`src/rtl/fp_divsqrt_if.sv`:
```
// Request/response bundle for the sequential FP divide/square-root unit.
// The master drives requests and accepts results. The slave is the unit itself.
interface fp_divsqrt_if #(
  parameter int EXP_W = 8,
  parameter int MAN_W = 23
);
  localparam int W = 1 + EXP_W + MAN_W;

  logic         in_valid;
  logic         in_ready;
  logic [4:0]   op;
  logic [W-1:0] x;
  logic [W-1:0] y;
  logic         kill;
  logic         out_valid;
  logic         out_ready;
  logic [W-1:0] result;
  logic         overflow;
  logic         underflow;
  logic         div_zero;
  logic         invalid;
  logic         busy;

  modport master (
    output in_valid, op, x, y, kill, out_ready,
    input  in_ready, out_valid, result, overflow, underflow, div_zero, invalid, busy
  );

  modport slave (
    input  in_valid, op, x, y, kill, out_ready,
    output in_ready, out_valid, result, overflow, underflow, div_zero, invalid, busy
  );
endinterface

```
`src/rtl/fp_divsqrt_seq.sv`:
```
// Sequential FP divide / square root: one quotient or root bit per cycle,
// RNE rounding, with special operands resolved at accept time.
//
// state   | meaning
// IDLE    | waiting for a request, in_ready high
// SPECIAL | special-case result already latched, one cycle to DONE
// CALC    | restoring div/sqrt recurrence, counted down from ITER
// NORM    | normalise, round, range check, latch result
// DONE    | out_valid high until out_ready
module fp_divsqrt_seq #(
  parameter int EXP_W = 8,
  parameter int MAN_W = 23
) (
  input logic          clk,
  input logic          rst_n,
  fp_divsqrt_if.slave  bus
);
  localparam int W    = 1 + EXP_W + MAN_W;
  localparam int ITER = MAN_W + 3;
  localparam int QW   = MAN_W + 3;
  localparam int RW   = MAN_W + 7;
  localparam int RADW = 2 * QW;
  localparam int EW   = EXP_W + 3;
  localparam int CW   = $clog2(ITER + 1);

  localparam logic [2:0] ST_IDLE    = 3'd0;
  localparam logic [2:0] ST_SPECIAL = 3'd1;
  localparam logic [2:0] ST_CALC    = 3'd2;
  localparam logic [2:0] ST_NORM    = 3'd3;
  localparam logic [2:0] ST_DONE    = 3'd4;

  localparam logic [4:0] OP_DIV  = 5'b00100;
  localparam logic [4:0] OP_SQRT = 5'b00101;

  localparam logic signed [EW-1:0] BIAS    = EW'(2**(EXP_W-1) - 1);
  localparam logic [EW-1:0]        EXP_MAX = EW'(2**EXP_W - 1);
  localparam logic [EXP_W-1:0]     E_ONES  = '1;
  localparam logic [W-1:0] QNAN = {1'b0, E_ONES, 1'b1, {(MAN_W-1){1'b0}}};

  logic [2:0]             state;
  logic [CW-1:0]          cnt;
  logic                   is_sqrt;
  logic                   sign_r;
  logic signed [EW-1:0]   exp_r;
  logic [QW-1:0]          q;
  logic [RW-1:0]          rem;
  logic [RADW-1:0]        rad;
  logic [MAN_W:0]         dvsr;
  logic [W-1:0]           result_r;
  logic                   ovf_r, unf_r, dz_r, inv_r;

  logic                   sx, sy;
  logic [EXP_W-1:0]       ex, ey;
  logic [MAN_W-1:0]       fx, fy;
  logic                   x_zero, y_zero, x_inf, y_inf, x_nan, y_nan;
  logic                   accept;

  assign sx = bus.x[W-1];
  assign sy = bus.y[W-1];
  assign ex = bus.x[W-2:MAN_W];
  assign ey = bus.y[W-2:MAN_W];
  assign fx = bus.x[MAN_W-1:0];
  assign fy = bus.y[MAN_W-1:0];

  // Denormals have a zero exponent and are folded into zero here.
  assign x_zero = (ex == '0);
  assign y_zero = (ey == '0);
  assign x_inf  = (ex == E_ONES) && (fx == '0);
  assign y_inf  = (ey == E_ONES) && (fy == '0);
  assign x_nan  = (ex == E_ONES) && (fx != '0);
  assign y_nan  = (ey == E_ONES) && (fy != '0);

  assign accept = bus.in_valid && (state == ST_IDLE) && !bus.kill;

  logic           sp_hit, sp_inv, sp_dz;
  logic [W-1:0]   sp_res;

  always_comb begin
    sp_hit = 1'b1;
    sp_res = QNAN;
    sp_inv = 1'b0;
    sp_dz  = 1'b0;
    if (bus.op == OP_DIV) begin
      if (x_nan || y_nan)                          sp_res = QNAN;
      else if ((x_zero && y_zero) || (x_inf && y_inf)) sp_inv = 1'b1;
      else if (y_zero) begin
        sp_res = {sx ^ sy, E_ONES, {MAN_W{1'b0}}};
        sp_dz  = 1'b1;
      end
      else if (x_inf)                              sp_res = {sx ^ sy, E_ONES, {MAN_W{1'b0}}};
      else if (x_zero || y_inf)                    sp_res = {sx ^ sy, {(W-1){1'b0}}};
      else                                         sp_hit = 1'b0;
    end else if (bus.op == OP_SQRT) begin
      if (x_nan)       sp_res = QNAN;
      else if (x_zero) sp_res = {sx, {(W-1){1'b0}}};
      else if (sx)     sp_inv = 1'b1;
      else if (x_inf)  sp_res = {1'b0, E_ONES, {MAN_W{1'b0}}};
      else             sp_hit = 1'b0;
    end else begin
      sp_res = bus.x;
    end
  end

  logic signed [EW-1:0] ex_s, ey_s, div_exp, sqrt_unb, sqrt_exp;

  assign ex_s     = $signed({{(EW-EXP_W){1'b0}}, ex});
  assign ey_s     = $signed({{(EW-EXP_W){1'b0}}, ey});
  assign div_exp  = ex_s - ey_s + BIAS;
  assign sqrt_unb = ex_s - BIAS;
  assign sqrt_exp = (sqrt_unb >>> 1) + BIAS;

  // Recurrence step for both operations; the radicand is fed two bits per step.
  logic [RW-1:0] dvsr_ext, s_cat, s_sub;
  logic          d_ge, s_ge;

  assign dvsr_ext = RW'(dvsr);
  assign d_ge     = (rem >= dvsr_ext);
  assign s_cat    = (rem << 2) | RW'(rad[RADW-1 -: 2]);
  assign s_sub    = RW'({q, 2'b01});
  assign s_ge     = (s_cat >= s_sub);

  logic                 msb, g_bit, st_bit, rnd, carry;
  logic [MAN_W:0]       man;
  logic [MAN_W+1:0]     sum;
  logic [MAN_W-1:0]     frac;
  logic signed [EW-1:0] exp_n, exp_f;
  logic                 nr_ovf, nr_unf;
  logic [W-1:0]         nr_res;

  always_comb begin
    msb    = q[QW-1];
    man    = msb ? q[QW-1:2] : q[QW-2:1];
    g_bit  = msb ? q[1] : q[0];
    st_bit = (msb && q[0]) || (rem != '0);
    exp_n  = msb ? exp_r : exp_r - EW'(1);
    rnd    = g_bit && (st_bit || man[0]);
    sum    = {1'b0, man} + (MAN_W+2)'(rnd);
    carry  = sum[MAN_W+1];
    frac   = carry ? sum[MAN_W:1] : sum[MAN_W-1:0];
    exp_f  = carry ? exp_n + EW'(1) : exp_n;
    nr_unf = exp_f[EW-1] || (exp_f == '0);
    nr_ovf = !exp_f[EW-1] && (exp_f >= EXP_MAX);
    if (nr_ovf)      nr_res = {sign_r, E_ONES, {MAN_W{1'b0}}};
    else if (nr_unf) nr_res = {sign_r, {(W-1){1'b0}}};
    else             nr_res = {sign_r, exp_f[EXP_W-1:0], frac};
  end

  always_ff @(posedge clk or negedge rst_n) begin
    if (!rst_n) begin
      state    <= ST_IDLE;
      cnt      <= '0;
      is_sqrt  <= 1'b0;
      sign_r   <= 1'b0;
      exp_r    <= '0;
      q        <= '0;
      rem      <= '0;
      rad      <= '0;
      dvsr     <= '0;
      result_r <= '0;
      ovf_r    <= 1'b0;
      unf_r    <= 1'b0;
      dz_r     <= 1'b0;
      inv_r    <= 1'b0;
    end else if (state != ST_IDLE && bus.kill) begin
      state <= ST_IDLE;
    end else begin
      case (state)
        ST_IDLE: begin
          if (accept) begin
            if (sp_hit) begin
              result_r <= sp_res;
              ovf_r    <= 1'b0;
              unf_r    <= 1'b0;
              dz_r     <= sp_dz;
              inv_r    <= sp_inv;
              state    <= ST_SPECIAL;
            end else begin
              is_sqrt <= (bus.op == OP_SQRT);
              cnt     <= CW'(ITER);
              q       <= '0;
              dvsr    <= {1'b1, fy};
              if (bus.op == OP_SQRT) begin
                sign_r <= 1'b0;
                exp_r  <= sqrt_exp;
                rem    <= '0;
                // Odd unbiased exponent: radicand becomes 2*m so the exponent halves evenly.
                rad    <= sqrt_unb[0] ? {1'b1, fx, {(RADW-MAN_W-1){1'b0}}}
                                      : {2'b01, fx, {(RADW-MAN_W-2){1'b0}}};
              end else begin
                sign_r <= sx ^ sy;
                exp_r  <= div_exp;
                rem    <= RW'({1'b1, fx});
                rad    <= '0;
              end
              state <= ST_CALC;
            end
          end
        end
        ST_SPECIAL: state <= ST_DONE;
        ST_CALC: begin
          if (cnt == '0) begin
            state <= ST_NORM;
          end else begin
            cnt <= cnt - CW'(1);
            if (is_sqrt) begin
              q   <= {q[QW-2:0], s_ge};
              rem <= s_ge ? s_cat - s_sub : s_cat;
              rad <= rad << 2;
            end else begin
              q   <= {q[QW-2:0], d_ge};
              rem <= (rem - (d_ge ? dvsr_ext : '0)) << 1;
            end
          end
        end
        ST_NORM: begin
          result_r <= nr_res;
          ovf_r    <= nr_ovf;
          unf_r    <= nr_unf && !nr_ovf;
          dz_r     <= 1'b0;
          inv_r    <= 1'b0;
          state    <= ST_DONE;
        end
        ST_DONE: if (bus.out_ready) state <= ST_IDLE;
        default: state <= ST_IDLE;
      endcase
    end
  end

  assign bus.in_ready  = (state == ST_IDLE);
  assign bus.busy      = (state != ST_IDLE);
  assign bus.out_valid = (state == ST_DONE);
  assign bus.result    = result_r;
  assign bus.overflow  = ovf_r;
  assign bus.underflow = unf_r;
  assign bus.div_zero  = dz_r;
  assign bus.invalid   = inv_r;
endmodule
```
`src/flat_wrapper.sv`:
```
// flat-port wrapper written by rule: the top's interface ports become plain ports
module fp_divsqrt_seq_flat 
#(
  parameter int EXP_W = 8,
  parameter int MAN_W = 23
)
  (clk, rst_n, bus_in_valid, bus_op, bus_x, bus_y, bus_kill, bus_out_ready, bus_in_ready, bus_out_valid, bus_result, bus_overflow, bus_underflow, bus_div_zero, bus_invalid, bus_busy);
  fp_divsqrt_if #(.EXP_W(EXP_W), .MAN_W(MAN_W)) bus_i ();
  input logic clk;
  input logic rst_n;
  input wire logic [$bits(bus_i.in_valid)-1:0] bus_in_valid;
  input wire logic [$bits(bus_i.op)-1:0] bus_op;
  input wire logic [$bits(bus_i.x)-1:0] bus_x;
  input wire logic [$bits(bus_i.y)-1:0] bus_y;
  input wire logic [$bits(bus_i.kill)-1:0] bus_kill;
  input wire logic [$bits(bus_i.out_ready)-1:0] bus_out_ready;
  output wire logic [$bits(bus_i.in_ready)-1:0] bus_in_ready;
  output wire logic [$bits(bus_i.out_valid)-1:0] bus_out_valid;
  output wire logic [$bits(bus_i.result)-1:0] bus_result;
  output wire logic [$bits(bus_i.overflow)-1:0] bus_overflow;
  output wire logic [$bits(bus_i.underflow)-1:0] bus_underflow;
  output wire logic [$bits(bus_i.div_zero)-1:0] bus_div_zero;
  output wire logic [$bits(bus_i.invalid)-1:0] bus_invalid;
  output wire logic [$bits(bus_i.busy)-1:0] bus_busy;
  assign bus_i.in_valid = bus_in_valid;
  assign bus_i.op = bus_op;
  assign bus_i.x = bus_x;
  assign bus_i.y = bus_y;
  assign bus_i.kill = bus_kill;
  assign bus_i.out_ready = bus_out_ready;
  assign bus_in_ready = bus_i.in_ready;
  assign bus_out_valid = bus_i.out_valid;
  assign bus_result = bus_i.result;
  assign bus_overflow = bus_i.overflow;
  assign bus_underflow = bus_i.underflow;
  assign bus_div_zero = bus_i.div_zero;
  assign bus_invalid = bus_i.invalid;
  assign bus_busy = bus_i.busy;
  fp_divsqrt_seq #(.EXP_W(EXP_W), .MAN_W(MAN_W)) u_core (.clk(clk), .rst_n(rst_n), .bus(bus_i));
endmodule
```
`config.mk`:
```
export PLATFORM = sky130hd
export DESIGN_NAME = fp_divsqrt_seq_flat
export DESIGN_NICKNAME = d
export VERILOG_FILES = /design/src/rtl/fp_divsqrt_if.sv /design/src/rtl/fp_divsqrt_seq.sv /design/src/flat_wrapper.sv
export SDC_FILE = /design/constraint.sdc
export NUM_CORES = 1
export LEC_CHECK = 0
export ABC_AREA = 1
export BUFFER_PORTS_ARGS = -buffer_cell sky130_fd_sc_hd__buf_2
export CAP_MARGIN = 20
export CORE_MARGIN = 3
export CORE_UTILIZATION = 67
export DETAILED_ROUTE_END_ITERATION = 7
export GPL_ROUTABILITY_DRIVEN = 1
export GPL_TIMING_DRIVEN = 0
export PLACE_DENSITY = 0.87
export SLEW_MARGIN = 20
export SYNTH_ARGS = -nofsm -noshare
export SYNTH_HDL_FRONTEND = slang
export SYNTH_SLANG_ARGS = --single-unit
```
`constraint.sdc`:
```
create_clock -name clk -period 11.8 [get_ports clk]
set_clock_uncertainty 0.1 [all_clocks]
set_input_delay 1.18 -clock clk [delete_from_list [all_inputs] [get_ports clk]]
set_output_delay 1.18 -clock clk [all_outputs]
set_load 0.02 [all_outputs]
```
==> summary.md, run 1 <==
| Metric | Value |
|---|---|
| Outcome | completed |
| Setup crit start kind | register |
| Post-cts repair resize count | 0 |
| DRC | 0 |
| Crit. End Element | register |
| Most common cell after layout, fill and taps aside | nand2_1 |
| Most frequent cells in the layout | nand2_1, inv_1, nor2_1 |
| Slowest-stage cell, CP | dfrtp_1 |
| Clock buffer count from CTS | 17 |
| Initial antenna violation count | 0 |
| Row cnt | 54 |
| WP data arrival | 5.27 ns |
| Register bit count reported by yosys | 162 |
| Max stage delay on crit path | 0.51 ns |
| Buf/Inv on CP | 2 |
| CP top delay family | simple AND/OR/NAND/NOR gates |
| GRT Overall Usage | 0.428 |
| RSZ-0062 raised after global routing | false |
| Routability cong. | 1.03 |
| Endpoints failing setup | 0 |
| P&R area growth vs syn | 10.1% |
| Max Cap Viol | 0 |
| Initial Util | 0.686 |
| Routed len/inst | 18.8 µm |
| Overflow after GRT | 0 |
| Global-route wire length before repair | 82200 µm |
| Clock Latency Late Sink | 0.45 ns |
| Worst-path fanout max | 10 |
| Longest Clk Path Bufs | 2 |
| Final wirelength | 52500 µm |
| Post-layout minimum cycle time | 5.08 ns |
| Fraction of layout instances using a drive strength above 1 | 0.0831 |
| Die X | 156 µm |
| Vias in the first global route | 15800 |
| DR vias | 17000 |
| Worst-margin pin slew | 0.767 ns |
| H-tree depth | 4 |
| Setup Buffers After CTS | 0 |
| Fin. max-slew vios | 0 |
| Clock transition at the registers of the reported paths | 0.07 ns |
| Root Driver | clkbuf_16 |
| Setup TNS | 0 ns |
| Power per cell area | 278 nW/µm² |
| Mapped Cells | 2360 |
| Post-CTS Hold Buffers | 0 |
| Synthesized area per cell | 6.40 µm² |
| Core area | 22000 µm² |
| N_diodes | 0 |
| Initial DRT Pass Iterations | 6 |
| Syn. warnings | 0 |
| Drt via density | 6.12 |
| Post-synthesis cell area | 15100 µm² |
| Final hold viol count | 0 |
| Relative slew slack | 0.489 |
| # IOs | 113 |
| R2R setup slack | 6.72 ns |
| Max frequency | 197 MHz |
| Post-Syn Nets | 2529 |
| Fin Hold WS | 0.383 ns |
| Critical path type | reg -> reg |
| CTS tree | yes |
| Distinct cells, synth | 56 |
| Leakage power | 8.48 nW |
| Crit-path cells | ha_1 -> nand2_1 -> nor4_1 -> nand4_1 -> nand3_1 -> clkbuf_1 -> nand2_1 -> ha_1 -> nand2_1 -> o21ai_0 -> nand2_1 -> nand2_1 -> a31oi_1 -> o21ai_0 -> nand4_1 -> nand3_1 -> nand3_1 -> nand2_1 -> inv_1 -> nand2_1 -> o21ai_0 |
| Iter 0 DRT Violations | 2060 |
| Hold Crit Class | reg -> reg |
| Top FF cell, synth | dfrtp_1 |
| Largest net degree at the start of global routing | 83 |
| TritonCTS Sinks | 162 |
| Full die area | 24400 µm² |
| Remaining antenna violation count | 0 |
| # nets final | 2661 |
| Register area share after synthesis | 0.268 |
| Post-DP HPWL | 41700 µm |
| Port bufs | 112 |
| Asr flop ratio synth | 1.00 |
| Die Ht | 156 µm |
| Most frequent CP cell | nand2_1 |
| WP data required | 11.99 ns |
| Post-synth EDFFs | 0 |
| Final Cycle Share | 0.430 |
| Maximum vdd drop | 0.151 mV |
final timing paths:
kind,startpoint,end,cells after the start
worst max-delay path,u_core.rem[5]$_DFFE_PN0P_,u_core.rem[28]$_DFFE_PN0P_,21
worst min-delay path,u_core.bus.underflow$_DFFE_PN0P_,u_core.bus.underflow$_DFFE_PN0P_,2
worst max register to register,u_core.rem[5]$_DFFE_PN0P_,u_core.rem[28]$_DFFE_PN0P_,21
worst min register to register,u_core.bus.underflow$_DFFE_PN0P_,u_core.bus.underflow$_DFFE_PN0P_,2
max in group asynchronous,rst_n,u_core.rem[8]$_DFFE_PN0P_,2
min in group asynchronous,rst_n,u_core.q[21]$_DFFE_PN0P_,1
cells by family after synthesis:
kind of cell | after synthesis | share of synthesized area
flip-flops | 162 | 0.268
XOR/XNOR | 65 | 0.0377
AND/OR/NAND/NOR | 1113 | 0.312
buffers and inverters | 439 | 0.116
multiplexers | 1 | 0.000662
AO/OA/AOI/OAI | 485 | 0.187
adder cells (fa/ha/maj) | 95 | 0.0796
registers in the layout, indices dropped and copies added (netlist names), 3 cells and up:
signal	cells
u_core.bus.result	32
u_core.state	3
u_core.dvsr	24
u_core.rem	30
u_core.q	26
u_core.cnt	5
u_core.exp_r	11
u_core.rad	25
through the flow:
step	instance area [µm²]	worst slack [ns]	total power, W	instances	utilization
floorplan	15100	8.07	0.00309	2360	-
global placement	16000	6.88	0.00383	2752	0.728
detailed placement	16100	6.87	0.00391	2753	0.729
CTS	16600	6.85	0.00451	2784	0.756
global route	16600	6.41	0.00500	2784	0.756
finish	16600	6.72	0.00463	2784	0.756
worst reg2reg max path, delay by kind of cell, from the launching register on:
| kind | cells | cell delay [ns] |
|---|---|---|
| flip-flops | 1 | 0.51 |
| AND/OR/NAND/NOR | 13 | 2.11 |
| AO/OA/AOI/OAI | 4 | 0.95 |
| adder cells (fa/ha/maj) | 2 | 0.78 |
| buffers and inverters | 2 | 0.46 |
layer usage:
layer,track usage,vias up,share of wire
met5,0,-,0
met4,0.185,0,0.048
met3,0.0982,183,0.12
met2,0.661,1090,0.44
met1,0.578,7754,0.39
li1,-,8004,-
power breakdown:
group	leakage, nW	switching [W]	internal (W)	total (W)
clock network	0.285	0.000259	0.000316	0.000575
registers	1.95	0.000229	0.000763	0.000991
logic	6.24	0.00205	0.00101	0.00306
total	8.48	0.00254	0.00209	0.00463
layout make-up:
type / count / area (µm²)
Clock buffer: 18 / 429
Tap cell: 280 / 350
Buffer: 77 / 384
Sequential cell: 162 / 4050
Inverter: 362 / 1360
Multi-Input combinational cell: 1759 / 9310
Fill cell: 1799 / 5380
Timing Repair Buffer: 113 / 598
Clock inverter: 13 / 153
cell usage after synthesis, drive strengths merged (4+ instances only):
cell / instances / area (µm²)
xnor2: 17 / 149
o21a: 4 / 30.0
nand3: 130 / 668
xor2: 48 / 420
o221ai: 22 / 193
or2: 7 / 43.8
and2: 4 / 25.0
nor4: 21 / 131
dfrtp: 162 / 4050
nor3: 24 / 125
clkbuf: 53 / 199
o211ai: 21 / 158
inv: 357 / 1350
buf: 24 / 185
clkinv: 5 / 18.8
nand2: 637 / 2420
nand3b: 11 / 82.6
nor2: 240 / 970
a31oi: 8 / 50.1
ha: 93 / 1160
o22ai: 32 / 200
a21o: 11 / 82.6
a21boi: 29 / 218
nand4: 38 / 238
a21oi: 147 / 747
o21bai: 9 / 67.6
o21ai: 187 / 951
No activity file was read; power rests on OpenSTA's default activity.
==> run 2: changes to the inputs <==
- ABC_AREA: 1 -> 0
- CORE_UTILIZATION: 67 -> 62
- PLACE_DENSITY: 0.87 -> 0.82
- clock period: 11.8 -> 4.71 ns (I/O delays scaled with it)
==> summary.md, run 2 <==
| Metric | Value |
|---|---|
| R2R setup slack | -0.19 ns |
| Full die area | 24100 µm² |
| Sw frac | 0.502 |
| Remaining antenna violation count | 0 |
| Most common cell after layout, fill and taps aside | a21oi_1 |
| Setup crit start kind | register |
| DP Cell Count | 2081 |
| WP data arrival | 5.12 ns |
| Fin cells | 2178 |
| Comb pwr share | 0.701 |
| Worst-margin pin slew | 1.02 ns |
| Syn. warnings | 0 |
| Hold-critical path depth | 2 |
| CTS tree | yes |
| GRT Overall Usage | 0.409 |
| Initial Util | 0.645 |
| Outcome | complete, but fails checks |
| Worst-path fanout max | 6 |
| Failing checks | setup timing |
| Longest Clk Path Bufs | 2 |
| Maximum vdd drop | 0.508 mV |
| Register bit count reported by yosys | 162 |
| Vias in the first global route | 14000 |
| Register area | 4080 µm² |
| Fin. max-slew vios | 0 |
| Worst Slack Setup Final | -0.190 ns |
| # IOs | 113 |
| Initial antenna violation count | 1 |
| Area leader, netlist | dfrtp_1 |
| Initial DRT Pass Iterations | 7 |
| Hold Crit Class | in -> reg |
| Die Ht | 155 µm |
| P&R area growth vs syn | 20.0% |
| Post-Syn Nets | 1861 |
| Max frequency | 204 MHz |
| Setup TNS | -1.22 ns |
| RSZ-0062 raised after global routing | true |
| Most frequent CP cell | a21oi_2 |
| Largest net degree at the start of global routing | 97 |
| Slowest-stage cell, CP | dfrtp_1 |
| Clock buffer count from CTS | 17 |
| Clock transition at the registers of the reported paths | 0.09 ns |
| Register area share after synthesis | 0.294 |
| Reg2Reg Depth | 22 |
| Register share of total power | 0.186 |
| Relative slew slack | 0.307 |
| Critical path type | reg -> reg |
| Row cnt | 53 |
| Asr flop ratio synth | 1.00 |
| Worst R2R End | u_core.rem[26]$_DFFE_PN0P_ |
| Endpoints failing setup | 13 |
| Ranking of synthesized cells by area | dfrtp_1, ha_1, a21oi_1 |
| Routed len/inst | 23.8 µm |
| Distinct cells, synth | 92 |
| Fraction of layout instances using a drive strength above 1 | 0.200 |
| Hold Path End | u_core.state[2]$_DFFE_PN0P_ |
| Post-synth EDFFs | 0 |
| CP top delay family | compound AO/OA/AOI/OAI gates |
| H-tree depth | 4 |
| Iter 0 DRT Violations | 1919 |
| Post-DP Area | 14800 µm² |
| Post-route cell area | 16600 µm² |
| Root Driver | clkbuf_16 |
| Final wirelength | 51800 µm |
| Routability cong. | 1.01 |
| Synthesized area per cell | 8.16 µm² |
| Area taken by multi-input logic gates | 9710 µm² |
| Most common cell in the netlist | dfrtp_1 |
| Crit-path cells | inv_2 -> ha_4 -> nand4_1 -> nor4_2 -> a211o_1 -> a21o_1 -> a21oi_2 -> o221ai_4 -> a21oi_2 -> a21oi_4 -> buf_6 -> nand2_4 -> ha_4 -> or3_1 -> a221o_1 -> o211ai_1 -> a2bb2oi_2 -> a31oi_4 -> a211oi_4 -> a21oi_2 -> a41o_1 -> or3_1 |
| Clock share of power | 0.112 |
| Post-synthesis cell area | 13800 µm² |
| Dpl ws | -1.36 ns |
| Internal | 0.00632 W |
| Drt via density | 6.87 |
| Top FF cell, synth | dfrtp_1 |
| Post-DP HPWL | 36500 µm |
| Clock Latency Late Sink | 0.45 ns |
| WP data required | 4.93 ns |
| Commonest cells post-synth | dfrtp_1, a21oi_1, nand2_1 |
| Fin Hold WS | 0.0851 ns |
| P_sw | 0.00637 W |
| Mapped Cells | 1692 |
| Most frequent cells in the layout | a21oi_1, dfrtp_1, nor2_1 |
| Die X | 155 µm |
| Hold Crit Start | bus_kill |
| Post-layout minimum cycle time | 4.90 ns |
| Filler cell count | 1505 |
| Max stage delay on crit path | 0.44 ns |
| R2R Path Start | u_core.dvsr[11]$_DFFE_PN0P_ |
| Global-route wire length before repair | 77600 µm |
| Port bufs | 112 |
| Final hold viol count | 0 |
| Crit. End Element | register |
| Power per cell area | 765 nW/µm² |
| Core area | 21400 µm² |
| # nets final | 2056 |
| Max Cap Viol | 0 |
| Final Cycle Share | 1.04 |
| Synth top area share | 0.294 |
| Leakage power | 7.04 nW |
| TritonCTS Sinks | 162 |
| Buf/Inv on CP | 2 |
| Overflow after GRT | 0 |
| DRC | 0 |
| DR vias | 15000 |
| Number of flip-flops in the largest register | 32 |
[run 2: area by class of cell]
cell class              count  area share
plain buffers              83      0.0214
flip-flops and latches    162       0.246
multi-input cells        1347       0.586
clock buffers              17      0.0257
repair buffers            181      0.0691
clock inverters            15     0.00936
well taps                 275      0.0208
inverters                  95      0.0215
diodes                      3    0.000453
[run 2: worst reg2reg max path, stage by stage (launching register included)]
cell       delay, ns
dfrtp_1         0.44
inv_2           0.07
ha_4            0.27
nand4_1         0.14
nor4_2          0.35
a211o_1         0.15
a21o_1          0.12
a21oi_2         0.07
o221ai_4        0.19
a21oi_2         0.07
a21oi_4         0.24
buf_6           0.19
nand2_4         0.06
ha_4            0.16
or3_1           0.37
a221o_1         0.27
o211ai_1        0.15
a2bb2oi_2       0.27
a31oi_4         0.15
a211oi_4        0.31
a21oi_2         0.11
a41o_1          0.22
or3_1           0.30
[run 2: cell families (layout without fill, tap and decap cells)]
logic type,after synthesis,after routing,share of synthesized area
adders and majority gates,95,95,0.0872
buffers and inverters,183,391,0.0508
AOI/OAI and AO/OA,487,487,0.225
other,0,3,0
xor gates and xnor gates,107,107,0.0684
muxes,93,93,0.0708
DFF,162,162,0.294
and+or+nand+nor,565,565,0.204
[run 2: worst max-delay path by stage]
stage,start,end,slack [ns],depth (start not counted)
6_report,u_core.dvsr[11]$_DFFE_PN0P_,u_core.rem[26]$_DFFE_PN0P_,-0.19,22
5_1_grt,u_core.dvsr[11]$_DFFE_PN0P_,u_core.rem[26]$_DFFE_PN0P_,-0.32,22
4_1_cts,u_core.rem[25]$_DFFE_PN0P_,u_core.rem[21]$_DFFE_PN0P_,-0.19,22
3_5_place_dp,u_core.rem[1]$_DFFE_PN0P_,u_core.rem[27]$_DFFE_PN0P_,-1.36,21
3_3_place_gp,u_core.rem[1]$_DFFE_PN0P_,u_core.rem[27]$_DFFE_PN0P_,-1.28,21
2_1_floorplan,u_core.rem[25]$_DFFE_PN0P_,u_core.rem[26]$_DFFE_PN0P_,-0.03,20
[run 2: per-stage QoR]
| step | util | power (W) |
|---|---|---|
| floorplan | - | 0.00730 |
| global placement | 0.687 | 0.00895 |
| detailed placement | 0.690 | 0.00911 |
| CTS | 0.750 | 0.0114 |
| global route | 0.773 | 0.0133 |
| finish | 0.774 | 0.0127 |
[run 2: layer usage]
metal / wire length (µm) / vias up / GRT usage
met5: 42 / - / 0
met4: 3480 / 3 / 0.199
met3: 6010 / 264 / 0.0921
met2: 22500 / 990 / 0.641
met1: 19700 / 7092 / 0.539
li1: - / 6615 / -
[run 2: repair_timing]
item / in CTS / in global routing
endpoints found under the setup margin: 55 / 47
resized for setup: 79 / 70
hold buffers: 1 / 0
pin swaps: 39 / 49
setup buffers: 48 / 19
endpoints found under the hold margin: 7 / 0
[run 2: power groups by stage]
stage / combinational, W / sequential [W] / clock [W]
after floorplan: 0.00500 / 0.00230 / 0
after global placement: 0.00656 / 0.00239 / 0
after detailed placement: 0.00671 / 0.00240 / 0
after CTS: 0.00769 / 0.00231 / 0.00141
after global routing: 0.00947 / 0.00239 / 0.00148
final: 0.00890 / 0.00236 / 0.00142
